$ cat config.mk
export PLATFORM = sky130hd
export DESIGN_NAME = cla_rr_arbiter
export DESIGN_NICKNAME = d
export VERILOG_FILES = /design/src/rtl/cla_rr_arbiter.sv
export SDC_FILE = /design/constraint.sdc
export NUM_CORES = 1
export LEC_CHECK = 0
export ABC_AREA = 1
export CAP_MARGIN = 20
export CELL_PAD_IN_SITES_DETAIL_PLACEMENT = 0
export CELL_PAD_IN_SITES_GLOBAL_PLACEMENT = 1
export CORE_MARGIN = 4
export CORE_UTILIZATION = 26
export CTS_CLUSTER_DIAMETER = 50
export DETAILED_ROUTE_END_ITERATION = 6
export GPL_ROUTABILITY_DRIVEN = 1
export PLACE_DENSITY_LB_ADDON = 0.1
export SLEW_MARGIN = 20
export SYNTH_ARGS = -nofsm -noshare
export SYNTH_HDL_FRONTEND = slang
export SYNTH_SLANG_ARGS = --single-unit
export TNS_END_PERCENT = 1
$ cat constraint.sdc
create_clock -name CLK -period 3.4 [get_ports CLK]
set_input_delay 0.51 -clock CLK [delete_from_list [all_inputs] [get_ports CLK]]
set_output_delay 0.51 -clock CLK [all_outputs]
set_load 0.02 [all_outputs]
$ cat src/rtl/cla_rr_arbiter.sv
// cla_rr_arbiter: round-robin front end for one shared, pipelined 32-bit CLA adder.
// N clients compete for the adder. At most one operation is issued per cycle.
// The owner's ID travels down a tag pipeline that is LAT stages deep, so each sum
// that comes back from the adder is labelled with the requester that issued it.
// This block does no arithmetic of its own.
//
// Ports
//   CLK, RESETn        clock (rising edge) and asynchronous active-low reset
//   hold               blocks new grants; operations already issued still drain
//   req_valid/ready    per-requester request, and the one-hot combinational grant
//   req_A/B/cin        packed per-requester operands (requester i uses slice i)
//   add_A/B/cin        registered operands presented to the adder
//   add_sum/cout       adder result, valid LAT edges after the operands
//   rsp_valid/id       result strobe and owning requester ID
//   rsp_sum/cout       adder result passed straight through
//   issue_cnt          number of accepted operations; wraps
//   busy               high while any tag stage holds an operation
module cla_rr_arbiter #(
  parameter int unsigned N    = 4,
  parameter int unsigned IDW  = 2,
  parameter int unsigned LAT  = 2,
  parameter int unsigned CNTW = 16
) (
  input  logic              CLK,
  input  logic              RESETn,
  input  logic              hold,
  input  logic [N-1:0]      req_valid,
  output logic [N-1:0]      req_ready,
  input  logic [N*32-1:0]   req_A,
  input  logic [N*32-1:0]   req_B,
  input  logic [N-1:0]      req_cin,
  output logic [31:0]       add_A,
  output logic [31:0]       add_B,
  output logic              add_cin,
  input  logic [31:0]       add_sum,
  input  logic              add_cout,
  output logic              rsp_valid,
  output logic [IDW-1:0]    rsp_id,
  output logic [31:0]       rsp_sum,
  output logic              rsp_cout,
  output logic [CNTW-1:0]   issue_cnt,
  output logic              busy
);

  localparam int unsigned DW = 32;
  // One extra bit, so that ptr + offset (which is below 2N) fits before it is reduced mod N.
  localparam int unsigned SW = IDW + 1;

  typedef struct packed {
    logic           valid;
    logic [IDW-1:0] id;
  } tag_t;

  logic [IDW-1:0] ptr;
  logic [N-1:0]   req_rot;
  logic           gnt_any;
  logic [SW-1:0]  gnt_sum;
  logic [IDW-1:0] gnt_id;
  logic [IDW-1:0] ptr_nxt;
  logic           accept;
  logic [DW-1:0]  sel_A;
  logic [DW-1:0]  sel_B;
  logic           sel_cin;
  tag_t           tag_q [LAT];

  // Rotate the requests so that bit 0 is the requester at ptr. The lowest set bit wins.
  always_comb begin
    req_rot = N'({req_valid, req_valid} >> ptr);
    gnt_any = 1'b0;
    gnt_sum = '0;
    if (!hold) begin
      for (int k = 0; k < N; k++) begin
        if (!gnt_any && req_rot[k]) begin
          gnt_any = 1'b1;
          gnt_sum = SW'(ptr) + SW'(k);
        end
      end
    end
    if (gnt_sum >= SW'(N)) begin
      gnt_sum = gnt_sum - SW'(N);
    end
    gnt_id = gnt_sum[IDW-1:0];
  end

  // Drive the one-hot grant. The pointer moves to the slot just after the winner.
  always_comb begin
    req_ready = '0;
    if (gnt_any) begin
      req_ready = N'(1) << gnt_id;
    end
    accept  = |(req_valid & req_ready);
    ptr_nxt = (gnt_id == IDW'(N - 1)) ? '0 : gnt_id + IDW'(1);
  end

  // The grant is one-hot, so an AND-OR mux selects the winner's operands.
  always_comb begin
    sel_A   = '0;
    sel_B   = '0;
    sel_cin = 1'b0;
    for (int i = 0; i < N; i++) begin
      sel_A   = sel_A | ({DW{req_ready[i]}} & req_A[i*DW +: DW]);
      sel_B   = sel_B | ({DW{req_ready[i]}} & req_B[i*DW +: DW]);
      sel_cin = sel_cin | (req_ready[i] & req_cin[i]);
    end
  end

  // Round-robin pointer. It moves only on an accepted operation.
  always_ff @(posedge CLK or negedge RESETn) begin
    if (!RESETn) begin
      ptr <= '0;
    end else if (accept) begin
      ptr <= ptr_nxt;
    end
  end

  // Operand registers that feed the adder. They keep their value when idle.
  always_ff @(posedge CLK or negedge RESETn) begin
    if (!RESETn) begin
      add_A   <= '0;
      add_B   <= '0;
      add_cin <= 1'b0;
    end else if (accept) begin
      add_A   <= sel_A;
      add_B   <= sel_B;
      add_cin <= sel_cin;
    end
  end

  // Count of accepted operations; it wraps naturally.
  always_ff @(posedge CLK or negedge RESETn) begin
    if (!RESETn) begin
      issue_cnt <= '0;
    end else if (accept) begin
      issue_cnt <= issue_cnt + CNTW'(1);
    end
  end

  // Tag pipeline. It has the same depth as the adder and never stalls.
  always_ff @(posedge CLK or negedge RESETn) begin
    if (!RESETn) begin
      for (int k = 0; k < LAT; k++) begin
        tag_q[k] <= '0;
      end
    end else begin
      tag_q[0] <= accept ? '{valid: 1'b1, id: gnt_id} : '0;
      for (int k = 1; k < LAT; k++) begin
        tag_q[k] <= tag_q[k-1];
      end
    end
  end

  // Response side. The last tag stage lines up with the sum coming out of the adder.
  always_comb begin
    busy = 1'b0;
    for (int k = 0; k < LAT; k++) begin
      busy = busy | tag_q[k].valid;
    end
    rsp_valid = tag_q[LAT-1].valid;
    rsp_id    = tag_q[LAT-1].id;
    rsp_sum   = add_sum;
    rsp_cout  = add_cout;
  end

endmodule

# Word-level counts from Yosys, hierarchy flattened
# Index checks and enable logic that the tools add are counted.
totals:
  out_inout_bits: 122
  elab_cells: 66
  register_bits: 89
  in_bits: 300
classes:
  order_cmp: 1
  reduce_logical: 7
  bitwise: 23
  n_mux: 17
  shifts: 2
  eq_ne: 1
  add_sub_neg: 6
ops:
  columns: ["cell", "n"]
  rows:
  - ["bitwise AND 32 bit", 8]
  - ["bitwise OR 32 bit", 6]
  - ["adder 16 x 1 -> 16 bit, second input constant", 1]
  - ["2-to-1 mux 3 bit", 5]
  - ["2-to-1 mux 1 bit", 8]
  - [">> shifter 8 x 2 -> 4 bit", 1]
  - ["adder 2 x 2 -> 3 bit, second input constant", 2]
  - ["2-to-1 mux 2 bit", 3]
  - ["bitwise AND 1 bit", 4]
  - ["bitwise AND 4 bit", 1]
  - ["2-to-1 mux 4 bit", 1]
  - ["bitwise OR 1 bit", 4]
  - ["OR reduction 4 bit", 1]
  - ["left shift 1 x 2 -> 4 bit, first input constant", 1]
  - ["adder 2 x 1 -> 3 bit, second input constant", 1]
  - ["greater-or-equal comparator 3 bit, second input constant", 1]
  - ["logical AND 1 bit", 3]
  - ["zero test 1 bit", 3]
  - ["adder 2 x 1 -> 2 bit, second input constant", 1]
  - ["== test 2 bit, second input constant", 1]
  - ["subtractor 2 x 1 -> 2 bit, second input constant", 1]

# Logic depth before layout (Yosys ltp)
logic_depth:
  word_depth: 23
  depth_mapped: 22
  depth_no_buf: 18

# Worst setup path after synthesis
# No wires, ideal clock.
synth_path:
  path_type: "input to output"
  startpoint: "input port hold"
  endpoint: "output port req_ready[3]"
  arrival_ns: 2.784
  required_ns: 2.890
  n_path_buf: 5
  path_slack_ns: 0.106
  path_stages: 11
  cell_sequence: "inv_1 buf_2 clkbuf_1 clkbuf_1 nand4_2 inv_1 ha_1 clkbuf_1 clkbuf_1 inv_1 nor2_1"
synth_via:
  elab_chain_cells: 5
  word_cells_on_any_way: 7
  cone_classes: "add/sub (1); order compare (1); shift (1); mux (4)"
synth_rtl:
  columns: ["item", "line_no", "source"]
  rows:
  - ["start: declaration", "26", "input logic hold,"]
  - ["2-to-1 mux 3 bit", "71", "if (!hold) begin"]
  - ["greater-or-equal comparator 3 bit or subtractor 2 x 1 -> 2 bit (tied branches)", "79, 80", null]
  - ["2-to-1 mux 2 bit", "79", "if (gnt_sum >= SW'(N)) begin"]
  - ["left shift 1 x 2 -> 4 bit", "89", "req_ready = N'(1) << gnt_id;"]
  - ["2-to-1 mux 4 bit *", "88", "if (gnt_any) begin"]
  - ["end: declaration", "28", "output logic [N-1:0] req_ready,"]
# Every way passes the cells marked *; elsewhere a longest branch is shown, timed or not.

# Final worst setup path
layout_path:
  startpoint: "input port req_valid[0]"
  endpoint: "output port req_ready[1]"
layout_via:
  elab_chain_cells: 19
  word_cells_on_any_way: 25
  cone_classes: "add/sub (1); order compare (1); shift (2); mux (15); reduce/logical (6)"
layout_rtl:
  columns: ["item", "line_no", "source"]
  rows:
  - ["start: declaration", "27", "input logic [N-1:0] req_valid,"]
  - [">> shifter 8 x 2 -> 4 bit *", "68", "req_rot = N'({req_valid, req_valid} >> ptr);"]
  - ["2-to-1 mux 1 bit", "73", "if (!gnt_any && req_rot[k]) begin"]
  - ["2-to-1 mux 1 bit", "71", null]
  - ["zero test 1 bit", "73", null]
  - ["logical AND 1 bit", "73", null]
  - ["2-to-1 mux 1 bit", "73", null]
  - ["2-to-1 mux 1 bit", "71", null]
  - ["zero test 1 bit", "73", null]
  - ["[3 not listed]", null, null]
  - ["zero test 1 bit", "73", null]
  - ["logical AND 1 bit", "73", null]
  - ["2-to-1 mux 3 bit", "73", null]
  - ["2-to-1 mux 3 bit", "71", null]
  - ["greater-or-equal comparator 3 bit or subtractor 2 x 1 -> 2 bit (tied branches)", "79, 80", null]
  - ["2-to-1 mux 2 bit", "79", null]
  - ["left shift 1 x 2 -> 4 bit", "89", null]
  - ["2-to-1 mux 4 bit *", "88", null]
# Every way passes the cells marked *; elsewhere a longest branch is shown, timed or not. The select of a mux whose other input is x is not followed.

==> results.json <==
{
  "endpoint_kind": "primary output",
  "rsz0062_at_grt": "false",
  "clk_pin_slew_worst_paths_ns": 0.08,
  "finalInstanceArea_um2": 11600,
  "clk_latency_ns": 0.35,
  "r2r-end": "add_B[7]$_DFFE_PN0P_",
  "worstRegToRegCells": 16,
  "synth.distinct_cells": 29,
  "ys_ff_latch": 89,
  "syn_area_um2": 7810,
  "cts-buffers-inserted": 9,
  "htreeDepth": 3,
  "grt_pass1_vias": 8453,
  "hold_class": "in2async",
  "wl_met3_um": 2270,
  "vias": 8726,
  "final_cell_mix": "423 x nand2_1, 350 x clkdlybuf4s50_1, 266 x nand4_1, 88 x dfrtp_1, 85 x clkinv_1",
  "cts_setup_buffers": 0,
  "grt_pass1_wl_um": 49200,
  "final_common_cell": "nand2_1",
  "synth_fp_nets": 1499,
  "firstDrtPassIters": 5,
  "gr-total-overflow": 0,
  "drv_cap": 0,
  "die_area_um2": 32900,
  "wire_per_inst_um": 17.5,
  "cts_sinks": 89,
  "io_buffers": 355,
  "place_area_um2": 11300,
  "antenna_found_initial": 5,
  "critPathKind": "in2out",
  "ir_drop_mv": 0.549,
  "drt-vias-per-instance": 4.72,
  "worst_pin_slew_ns": 0.743,
  "finalSetupViolCount": 0,
  "place.gp.congestion": 0.824,
  "max_freq_mhz": 316,
  "period_share": 0.932,
  "worstPathArrival_ns": 2.66,
  "leakage_uw": 0.00556,
  "period_needed_ns": 3.17,
  "die_h_um": 181,
  "drtAntennaViolNets": 0,
  "post-route-drc-count": 0,
  "wl_met2_um": 15500,
  "timing.hold.ws_ns": 0.132,
  "routed.top_layer": "met5",
  "fp.dieW_um": 181,
  "crit_fanout": 6,
  "critPathLaunch": "req_valid[0]",
  "maxSlewViolCount": 0,
  "core.rowCount": 63,
  "syn_area_per_cell_um2": 6.54,
  "timing.slew.headroom": 0.505,
  "io_pins": 422,
  "yosysWarnings": 0,
  "clk_path_buf_depth": 2,
  "drive_gt1_frac": 0.0887,
  "finalNetCount": 1754,
  "power-per-cell-area_nw_per_um2": 701,
  "grt_start_max_net_pins": 155,
  "reg2reg_from": "ptr[0]$_DFFE_PN0P_",
  "wl_met1_um": 13600,
  "drtIter0Drc": 359,
  "required_ns": 2.89,
  "area_growth_pct": 48.9,
  "synth-seq-area-share": 0.285,
  "root_buffer": "clkbuf_16",
  "track_usage": 0.188,
  "fill_cells": 3244,
  "netlist_instances": 1194,
  "start_util": 0.263,
  "worst_setup_path_start_kind": "primary input",
  "hold_violations": 0,
  "hpwlAfterDp_um": 22600,
  "rrSetupSlack_ns": 0.53,
  "cts_tree": "done",
  "status": "complete, no violations",
  "skew_ns": 0.0109,
  "fin_tns_setup_ns": 0,
  "core-area_um2": 29600,
  "finalWirelength_um": 32300
}
## cells in the mapped netlist
cell / number / area [um^2]
clkinv_1: 85 / 319
buf_2: 20 / 100
clkbuf_1: 40 / 150
nor2_4: 1 / 11.3
xnor2_1: 3 / 26.3
buf_8: 2 / 30.0
inv_1: 56 / 210
buf_6: 22 / 248
nand2_2: 54 / 338
nand4_2: 1 / 12.5
buf_12: 5 / 100
nand3_1: 15 / 75.1
xor2_1: 12 / 105
or2_2: 2 / 12.5
nand4_1: 266 / 1660
inv_4: 1 / 6.26
ha_1: 5 / 62.6
nand3_2: 1 / 10.0
a21oi_1: 1 / 5.00
nand4_4: 1 / 21.3
buf_1: 16 / 60.1
inv_2: 15 / 56.3
nand2_1: 423 / 1590
dfrtp_1: 89 / 2230
nor2_1: 12 / 45.0
buf_4: 36 / 270
nor3_1: 8 / 40.0
a21o_1: 1 / 7.51
nor4_1: 1 / 6.26
## worst max-delay path, stage by stage
cell and delay [ns]:
clkdlybuf4s50_1 0.48, nand2_1 0.12, nand3_1 0.10, nand2_2 0.17
nand2_1 0.07, nor3_1 0.19, nand2_1 0.08, nand3_1 0.14
buf_4 0.14, ha_2 0.17, inv_1 0.04, nor2_1 0.09
dlygate4sd2_1 0.35
## sequential cells by signal, summed over array words and instances, names as in the netlist
register and flops:
add_A 32, add_B 32, issue_cnt 16, tag_q 3, ptr 2, rsp_id 2
add_cin 1, rsp_valid 1
## worst max path at each step
stage / endpoint / slack [ns]
after floorplan: req_ready[3] / 0.11
after global placement: req_ready[3] / -0.008
after detailed placement: req_ready[1] / -0.04
after CTS: req_ready[1] / 0.23
after global routing: req_ready[3] / 0.03
final: req_ready[1] / 0.23
## where the power goes
part / internal [uW] / total [uW] / switching (uW)
sequential: 1370 / 1610 / 241
clock: 652 / 1140 / 485
combinational: 2030 / 5400 / 3370
total: 4050 / 8150 / 4100
## per-layer routing
layer | vias to the layer above | track usage
li1 | 4406 | -
met1 | 3997 | 0.231
met2 | 269 | 0.316
met3 | 52 | 0.0501
met4 | 2 | 0.0711
met5 | - | 0
## layout make-up
cell class,count,area [um^2],area share
Inverter,157,599,0.0515
Antenna cell,4,10.0,0.000861
Sequential cell,89,2230,0.192
Multi-Input combinational cell,807,4050,0.348
Timing Repair Buffer,385,3930,0.338
Clock buffer,9,225,0.0194
Tap cell,390,488,0.0420
Clock inverter,7,98.8,0.00850
## what timing repair did
action                                  CTS  global route
endpoints found under the setup margin    4             0
gates resized for setup                   5             0
hold buffers                              0             0
## metrics by stage
stage,power (uW),util,worst slack (ns),cells
after floorplan,5200,-,0.106,1194
after global placement,7140,0.381,-0.00802,1828
after detailed placement,7150,0.381,-0.0421,1828
after CTS,8320,0.392,0.226,1844
after global routing,8880,0.392,0.0270,1848
final,8150,0.392,0.231,1848
## cell families after synthesis
| logic type | count (synthesis) | share of synthesized area |
|---|---|---|
| flip-flops | 89 | 0.285 |
| adder cells (fa/ha/maj) | 5 | 0.00801 |
| AND/OR/NAND/NOR | 785 | 0.490 |
| AO/OA/AOI/OAI | 2 | 0.00160 |
| XOR/XNOR | 15 | 0.0168 |
| buffers and inverters | 298 | 0.199 |
Note: power is estimated with default switching activity, not from simulation.
